$ cat config.mk
export PLATFORM = sky130hd
export DESIGN_NAME = down_counter_timer
export DESIGN_NICKNAME = d
export VERILOG_FILES = /design/src/rtl/down_counter_timer_pkg.sv /design/src/rtl/tick_prescaler.sv /design/src/rtl/down_counter_timer.sv
export SDC_FILE = /design/constraint.sdc
export NUM_CORES = 1
export LEC_CHECK = 0
export CAP_MARGIN = 20
export CELL_PAD_IN_SITES_DETAIL_PLACEMENT = 1
export CELL_PAD_IN_SITES_GLOBAL_PLACEMENT = 2
export CORE_MARGIN = 3
export CORE_UTILIZATION = 28
export DETAILED_ROUTE_END_ITERATION = 10
export PLACE_DENSITY = 0.74
export SLEW_MARGIN = 10
export SYNTH_ARGS = -nofsm -noshare
export SYNTH_HDL_FRONTEND = slang
export SYNTH_SLANG_ARGS = --single-unit
$ cat constraint.sdc
create_clock -name clk -period 2.2 [get_ports clk]
set_input_delay 0.33 -clock clk [delete_from_list [all_inputs] [get_ports clk]]
set_output_delay 0.33 -clock clk [all_outputs]
set_load 0.05 [all_outputs]
$ cat src/rtl/down_counter_timer_pkg.sv
// Shared definitions for the down-counter timer: FSM state encodings,
// default sizing and the prescaler counter width helper.
package down_counter_timer_pkg;

   typedef enum logic [1:0] {
      ST_IDLE = 2'd0,
      ST_RUN  = 2'd1,
      ST_HOLD = 2'd2
   } state_e;

   localparam int DEF_WIDTH = 3;
   localparam int DEF_PRESC = 1;

   // A prescale of 1 still needs a 1-bit counter so the port widths stay legal.
   function automatic int presc_w(input int presc);
      return ($clog2(presc) > 1) ? $clog2(presc) : 1;
   endfunction

endpackage

$ cat src/rtl/tick_prescaler.sv
// Divides the clock by PRESC while enabled, emitting a one-cycle tick
// on the last count; clr restarts the division from zero.
module tick_prescaler
   import down_counter_timer_pkg::*;
#(
   parameter int PRESC = DEF_PRESC
) (
   input  logic clk,
   input  logic rst,
   input  logic clr,
   input  logic en,
   output logic tick
);

   localparam int            PW   = presc_w(PRESC);
   localparam logic [PW-1:0] LAST = PW'(PRESC - 1);

   logic [PW-1:0] cnt_q, cnt_d;

   assign tick = en && (cnt_q == LAST);

   always_comb begin
      cnt_d = cnt_q;
      if (clr)
         cnt_d = '0;
      else if (en)
         cnt_d = tick ? '0 : cnt_q + PW'(1);
   end

   always_ff @(posedge clk) begin
      if (rst) cnt_q <= '0;
      else     cnt_q <= cnt_d;
   end

endmodule

$ cat src/rtl/down_counter_timer.sv
// Loadable prescaled down-counter: counts load_val down to zero, pulses done
// on expiry and optionally reloads for periodic operation.
module down_counter_timer
   import down_counter_timer_pkg::*;
#(
   parameter int WIDTH = DEF_WIDTH,
   parameter int PRESC = DEF_PRESC
) (
   input  logic             clk,
   input  logic             rst,
   input  logic             start,
   input  logic [WIDTH-1:0] load_val,
   input  logic             auto_reload,
   input  logic             hold,
   input  logic             abort,
   output logic [WIDTH-1:0] count,
   output logic             busy,
   output logic             done
);

   state_e           state_q, state_d;
   logic [WIDTH-1:0] count_q, count_d;
   logic [WIDTH-1:0] reload_q, reload_d;
   logic             ar_q, ar_d;
   logic             done_q, done_d;
   logic             start_ok, presc_en, tick;

   // The prescaler only advances on edges where RUN actually counts; abort and
   // hold take priority, and a start outside IDLE must not disturb it.
   assign start_ok = start && (state_q == ST_IDLE);
   assign presc_en = (state_q == ST_RUN) && !hold && !abort;

   tick_prescaler #(.PRESC(PRESC)) u_presc (
      .clk  (clk),
      .rst  (rst),
      .clr  (start_ok),
      .en   (presc_en),
      .tick (tick)
   );

   always_ff @(posedge clk) begin
      if (rst) begin
         state_q  <= ST_IDLE;
         count_q  <= '0;
         reload_q <= '0;
         ar_q     <= 1'b0;
         done_q   <= 1'b0;
      end else begin
         state_q  <= state_d;
         count_q  <= count_d;
         reload_q <= reload_d;
         ar_q     <= ar_d;
         done_q   <= done_d;
      end
   end

   always_comb begin
      state_d  = state_q;
      count_d  = count_q;
      reload_d = reload_q;
      ar_d     = ar_q;
      done_d   = 1'b0;
      if (abort && state_q != ST_IDLE) begin
         count_d = '0;
         state_d = ST_IDLE;
      end else begin
         unique case (state_q)
            ST_IDLE: begin
               if (start) begin
                  if (load_val != '0) begin
                     count_d  = load_val;
                     reload_d = load_val;
                     ar_d     = auto_reload;
                     state_d  = ST_RUN;
                  end else begin
                     count_d = '0;
                     done_d  = 1'b1;
                  end
               end
            end
            ST_RUN: begin
               if (hold)
                  state_d = ST_HOLD;
               else if (tick) begin
                  // Expiry goes 1 -> 0 or 1 -> reload; zero is never decremented.
                  if (count_q > WIDTH'(1))
                     count_d = count_q - WIDTH'(1);
                  else if (ar_q) begin
                     count_d = reload_q;
                     done_d  = 1'b1;
                  end else begin
                     count_d = '0;
                     done_d  = 1'b1;
                     state_d = ST_IDLE;
                  end
               end
            end
            ST_HOLD: begin
               if (!hold) state_d = ST_RUN;
            end
            default: state_d = ST_IDLE;
         endcase
      end
   end

   always_comb begin
      count = count_q;
      done  = done_q;
      busy  = (state_q == ST_RUN) || (state_q == ST_HOLD);
   end

endmodule

* Word level (Yosys, flattened, before mapping)
Cells that the tools add are included.
Storage, ports and cells: bits of input ports 9, logic and storage cells 60, register bits after elaboration 11, output and inout bits 5
Cells by class: muxes and demuxes 22, bitwise operators 2, reduce and logical (&&, ||, !) cells 17, order comparisons 1, equal/unequal tests 10, add/subtract/negate cells 2
Operators by type and width (number):
- 3-bit 2-to-1 mux | 6
- 2-bit 2-to-1 mux | 7
- 4-bit AND reduction | 2
- 1-bit 2-to-1 mux | 6
- 2-bit inequality test (second input constant) | 3
- 3-bit inequality test (second input constant) | 2
- 2-bit case mux with 3 select lines | 1
- 3-bit case mux with 2 select lines | 1
- 6-bit AND reduction | 1
- 1-bit logical AND | 5
- 2-bit by 1-bit inequality test with 1-bit output (second input constant) | 2
- 2-bit nonzero test | 2
- 2-bit OR reduction | 2
- 3-bit by 1-bit > comparator with 1-bit output (second input constant) | 1
- 3-bit by 2-bit inequality test with 1-bit output (second input constant) | 1
- 3-bit nonzero test | 1
- 3-bit by 1-bit subtractor with 3-bit output (second input constant) | 1
- 2-bit by 1-bit equality test with 1-bit output (second input constant) | 1
- 2-bit equality test (second input constant) | 1
- 1-bit logical NOT | 2
- 2-bit logical NOT | 1
- 1-bit NOT | 2
- 1-bit case mux with 2 select lines | 1
- 1-bit adder (second input constant) | 1
- 1-bit logical OR | 1

* Longest topological paths before layout
Gate-level depths: netlist of run 1.
depth in word-level cells 7, mapped depth 7, mapped depth without buffers 6

* Hierarchy
Synthesis of run 1 repeated with hierarchy kept, for this count alone.
Unflattened totals: cells, all modules 84, area total of the unflattened synthesis 701.9 um2
By module, submodules not included:
- down_counter_timer | sequential area each 200.2 um2, area each 660.6 um2, times used 1, cells each 81
- tick_prescaler | sequential area each 20.0 um2, area each 41.3 um2, times used 1, cells each 3

* Least setup slack after synthesis of run 1
No wires, ideal clock.
path type register to register, start point reg count_q[0] (netlist: count[0]), end point reg state_q[0], arrival time 1.869 ns, data required time 2.130 ns, stages on the path, launching flop included 6, setup slack 0.261 ns, library setup time 0.070 ns, clock period less this slack 1.939 ns, path buffers 0, cells stage by stage dfxtp_1 ha_1 o21bai_1 a21oi_1 or4_1 a21oi_1
Between the ends: longest elaborated chain between the ends 3
Ends and longest elaborated chain:
- start, declared | line down_counter_timer.sv:22 | logic [WIDTH-1:0] count_q, count_d;
- start signal, assigned | line down_counter_timer.sv:50 | count_q <= count_d;
- 3-bit by 1-bit > comparator with 1-bit output | line down_counter_timer.sv:86 | if (count_q > WIDTH'(1))
- 3-bit inequality test (no line)
- 6-bit AND reduction (no line)
- end signal, assigned | line down_counter_timer.sv:49 | state_q <= state_d;
- end, declared | line down_counter_timer.sv:21 | state_e state_q, state_d;
Every way passes these cells. A chain may end at the register's enable or synchronous reset.

* Final worst setup path of run 1
start point reg count_q[2] (netlist: count[2]), end point out count[2]
RTL lines:
- end, declared | line down_counter_timer.sv:16 | output logic [WIDTH-1:0] count,
No word-level cell between the ends.

==> results.yml, run 1 <==
drt:
  wl_met2_um: 844
  drt-met1-wl_um: 961
  routed.top_layer: "met4"
  vias: 685
  wl_per_cell_um: 14.74
  via_per_inst: 5.310
  drt_iter0_drc: 8
  postRouteAntennaNets: 0
  routed_wl_mm: 1.902
  drc: 0
  route.met3.wl_um: 68
  dr.pass1.iters: 4
placement:
  dpl.hpwl_mm: 1.510
  dpl_cell_area_um2: 862.1
  place_congestion: 0.8590
  portBuffers: 13
  dpl.cell_count: 125
setup_path:
  rrSetupSlack_ns: 0.25
  worst-r2r-cell-count: 6
  worstPathArrival_ns: 1.66
  crit_type: "reg -> out"
  path_cells: "clkdlybuf4s50_1"
  cp_top_family: "buffers and inverters"
  crit_fanout: 9
  crit_buf_inv: 1
  max_stage_delay_ns: 0.87
  cp-startpoint: "count[2]"
  r2r-start: "state_q[0]"
  crit_path_top_delay_cell: "clkdlybuf4s50_1"
  cp-start-kind: "flop"
  r2r_end: "state_q[1]"
  cp.required_ns: 1.87
  crit_path_end_kind: "primary output"
timing:
  timing.final.crit_period_ns: 1.989
  slew-limit-headroom: 0.6712
  fin_skew_ns: 0.001309
  setup_tns_ns: 0
  worstMarginPinSlew_ns: 0.4917
  finalSetupViolations: 0
  hold_violations: 0
  drv_slew: 0
  finalCritPeriodShare: 0.9039
  max_freq_mhz: 502.9
  rsz0062_at_grt: "false"
global_route:
  grt_pass1_vias: 700
  grt_pass1_wl_mm: 3.146
  grt-ovfl-total: 0
  grt_max_degree: 13
  track_usage: 0.1260
  antenna_found_initial: 0
logic_synthesis:
  synthFlopType: "dfxtp_1"
  synth-async-reset-ratio: 0
  yosys.area.top_type: "dfxtp_1"
  ys_top_cells_by_area: "dfxtp_1 (31%), ha_1 (11%), a21oi_1 (6.4%)"
  syn_nets: 100
  synth_area_um2: 703.2
  synth_cells: 85
  synth_edf_count: 0
  ys_seq_area_frac: 0.3132
  ys_ff_latch: 11
  ys_warn_count: 0
  synth_top_area_frac: 0.3132
  synth_cell_type_count: 34
  avgSynthCellArea_um2: 8.273
min_path:
  worst_hold_path.num_cells: 2
  min_from: "reload_q[2]"
  hold_class: "reg -> reg"
  hold_path_end: "reload_q[2]"
clocking:
  cts-root-buf: "clkbuf_4"
  cts_setup_buffers: 0
  clkTransAtPathRegs_ns: 0.08
  h-tree-depth: 1
  cts_resized: 0
  cts_made_buffers: 3
  cts_hold_buf: 0
  cts.path.max_buffers: 2
  cts_tree: "built"
  cts.sink_count: 11
  worst_skew_pair.late_latency_ns: 0.27
power_and_ir_drop:
  leakage_uw: 0.0003503
  ir_worst_vdd_uv: 445.3
  power_density_nw_per_um2: 1011
die:
  die_area_um2: 3149
  core_um2: 2297
  boundaryPins: 14
  start_util: 0.3061
  num_rows: 17
  die_h_um: 56.12
  fp.dieW_um: 56.12
finish:
  drive_above_1_share: 0.08911
  fillCellCount: 296
  antennaDiodeCount: 0
  most-common-layout-cells: "clkdlybuf4s50_1 (12), dfxtp_1 (11), a21oi_1 (9), nor2_1 (8), inv_1 (7)"
  final_common_cell: "clkdlybuf4s50_1"
  final_net_count: 117
  finish.instance_area_um2: 888.4
  fin_cells: 129
  synthToLayoutAreaGrowth_pct: 26.33
status:
  status: "completed"
flow_run:
  drv_cap: 0
-- routing by layer --
metal,up-vias,global-route usage
met5,-,0
met2,14,0.1970
met4,0,0.05085
met3,4,0.02784
li1,343,-
met1,324,0.1660
-- kinds of logic after synthesis --
group | count (synthesis) | share of synthesized area
simple gates | 30 | 0.2242
mux | 1 | 0.01424
buf+inv | 10 | 0.06407
flops | 11 | 0.3132
fa+ha+maj | 6 | 0.1068
compound gates | 27 | 0.2776
-- worst max path at each step --
stage	endpoint	slack (ns)	cells after the start
global placement	count[2]	0.17	5
detailed placement	count[2]	0.09	5
floorplan	state_q[0]	0.26	5
finish	count[2]	0.21	1
global route	count[2]	0.14	1
CTS	count[2]	0.22	1
-- cell usage after synthesis (2+ instances only) --
library cell and count:
a21oi_1 9, a22oi_1 2, clkbuf_1 2, dfxtp_1 11
ha_1 6, inv_1 7, nand2_1 6, nand2b_1 2
nand3_1 2, nor2_1 8, nor2b_1 2, nor3_1 2
nor4_1 2, nor4b_1 2, o21ai_0 3
-- sequential cells by signal (all words and copies together), names as in the netlist --
name,cells
count,3
reload_q,3
state_q,2
ar_q,1
done,1
u_presc.cnt_q,1
-- per-stage QoR --
step / worst slack (ns) / total power [uW] / util / hold WS (ns)
3_5_place_dp: 0.09056 / 758.0 / 0.3753 / 0.4660
5_1_grt: 0.1429 / 964.4 / 0.3867 / 0.5075
3_3_place_gp: 0.1723 / 749.4 / 0.3753 / 0.4548
2_1_floorplan: 0.2611 / 627.6 / - / 0.3991
6_report: 0.2114 / 898.5 / 0.3867 / 0.4790
4_1_cts: 0.2156 / 904.2 / 0.3867 / 0.4778
-- cell type report --
type	instances	area (um^2)	area share
multi-input combinational	64	437.9	0.4930
clock buffer	4	26.28	0.02958
timing repair buffer	15	142.6	0.1606
tap	28	35.03	0.03944
inverter	7	26.28	0.02958
sequential	11	220.2	0.2479
-- power breakdown --
part / leakage [uW] / internal [uW] / switching, uW
combinational: 0.000245 / 183 / 290
sequential: 0.0000902 / 233 / 46.7
clock: 0.0000150 / 70.3 / 76.5
total: 0.000350 / 486 / 413
Power figures use the tool's default switching activity.
==> inputs of run 2 (changes only) <==
- CORE_UTILIZATION: 28 -> 29
- DONT_BUFFER_PORTS: not set -> 1
- GPL_TIMING_DRIVEN: not set -> 0
- PLACE_DENSITY: 0.74 -> 0.63
- clock period: 2.2 -> 1.95 ns (I/O delays scaled with it)
==> run 2 against run 1 <==
  * Routed wire length shrank 3.1%
  * Final area decreased by 11%
  * Die area shrank 3.1%
  * Register-to-register slack lost 0.11 ns
  * Via count fell by 5.1%
  * Final cell count is 9.3% lower
  * Clock skew is 0.0023 ns higher
  * Non-clock buffer count fell by 12
  * Combinational power decreased by 7.4%
  * Critical path depth increased by 5
  * Sequential share of layout area up 4.5 points
  * Flip-flop and latch count stayed put
==> results.yml, run 2 (synthesis gave the netlist of run 1 again) <==
global_route:
  antenna_found_initial: 0
  grt_pass1_vias: 670
  track_usage: 0.1272
  grt_max_degree: 11
  grt-ovfl-total: 0
  grt_pass1_wl_mm: 3.180
finish:
  synthToLayoutAreaGrowth_pct: 12.28
  drive_above_1_share: 0.1798
  most-common-layout-cells: "a21oi_1 (9), nor2_1 (8), inv_1 (7), nand2_1 (6), dfxtp_1 (6)"
  fillCellCount: 295
  seqCellArea_um2: 231.5
  final_common_cell: "a21oi_1"
  final_net_count: 105
  multi_input_area_um2: 450.4
  antennaDiodeCount: 0
  finish.instance_area_um2: 789.5
timing:
  slew-limit-headroom: 0.6778
  setup_tns_ns: 0
  finalCritPeriodShare: 0.9300
  finalSetupViolations: 0
  timing.final.crit_period_ns: 1.814
  hold_violations: 0
  rsz0062_at_grt: "false"
  worstMarginPinSlew_ns: 0.4826
  drv_slew: 0
  fin_skew_ns: 0.003622
  max_freq_mhz: 551.4
power_and_ir_drop:
  total_power_uw: 989.4
  ir_worst_vdd_uv: 521.0
  power_density_nw_per_um2: 1253
  leakage_uw: 0.0003048
setup_path:
  crit_type: "reg -> reg"
  cp.required_ns: 2.10
  crit_fanout: 5
  cp-start-kind: "flop"
  crit_path_end_kind: "flop"
  worstPathArrival_ns: 1.97
clocking:
  clkTransAtPathRegs_ns: 0.08
  cts.sink_count: 11
  cts-root-buf: "clkbuf_4"
  worst_skew_pair.late_latency_ns: 0.27
  h-tree-depth: 1
  cts_setup_buffers: 0
  cts_made_buffers: 3
  cts.path.max_buffers: 2
  cts_tree: "built"
die:
  fp.dieW_um: 55.24
  boundaryPins: 14
  start_util: 0.3119
  die_area_um2: 3051
  core_um2: 2255
  num_rows: 17
  die_h_um: 55.24
drt:
  dr.pass1.iters: 4
  routed_wl_mm: 1.843
  drt_iter0_drc: 7
  drc: 0
  postRouteAntennaNets: 0
  vias: 650
  wl_per_cell_um: 15.75
  via_per_inst: 5.556
placement:
  place_congestion: 0.7090
  portBuffers: 0
  dpl.hpwl_mm: 1.491
  dpl_cell_area_um2: 738.2
status:
  status: "completed"
min_path:
  hold_class: "in -> reg"
flow_run:
  drv_cap: 0
-- run 2: cell count changes in the layout (fill, tap and decap cells not counted), sizes merged --
cell	delta
buf	-2
clkbuf	+2
clkdlybuf4s50	-12
-- run 2: per-layer routing --
layer  vias up  GRT usage  wire length (um)
li1        323          -                 -
met1       315     0.1676               890
met2        10     0.2044               874
met3         2    0.03505                62
met4         0    0.03125                16
met5         -          0                 0
-- run 2: area by class of cell --
class / count / area share
multi-input cells: 64 / 0.5705
clock buffers: 4 / 0.03328
flip-flops and latches: 11 / 0.2932
inverters: 7 / 0.03328
well taps: 28 / 0.04437
plain buffers: 3 / 0.02536
-- run 2: where the power goes --
group | switching (uW) | internal, uW
registers | 116 | 273
logic | 257 | 180
clock network | 83.2 | 79.2
total | 456 | 533
-- run 2: final timing paths --
path,startpoint,cells past startpoint,end,slack [ns]
min,rst,1,reload_q[1],0.08
min reg2reg,reload_q[2],2,reload_q[2],0.46
max,count[1],6,count[1],0.14
max reg2reg,count[1],6,count[1],0.14
-- run 2: metrics by stage --
step | std cells | setup WS (ns) | hold WS, ns | utilization
finish | 117 | 0.1364 | 0.07994 | 0.3502
global route | 117 | 0.02680 | 0.07178 | 0.3502
CTS | 117 | 0.01032 | 0.07300 | 0.3413
detailed placement | 113 | -0.2586 | 0.3671 | 0.3274
global placement | 113 | -0.2041 | 0.3645 | 0.3274
floorplan | 85 | 0.01108 | 0.3616 | -
-- run 2: worst max-delay path, stage by stage, from the launching register on --
cell and delay (ns):
dfxtp_4 0.47, inv_1 0.10, ha_1 0.21, o21bai_2 0.24, a21o_1 0.21, o311a_1 0.12
o41ai_1 0.36
-- run 2: what timing repair did --
item	in CTS	in global routing
hold buffers	0	0
setup endpoints to repair	4	3
resized for setup	3	9
==> inputs of run 3 (changes only) <==
- SKIP_CTS_REPAIR_TIMING: not set -> 1
- SLEW_MARGIN: 10 -> 25
==> results of run 3 <==
No change in the layout: final DEF, timing and power equal those of run 2.
Main changes from that run: met1 usage 0.1676 -> 0.1679
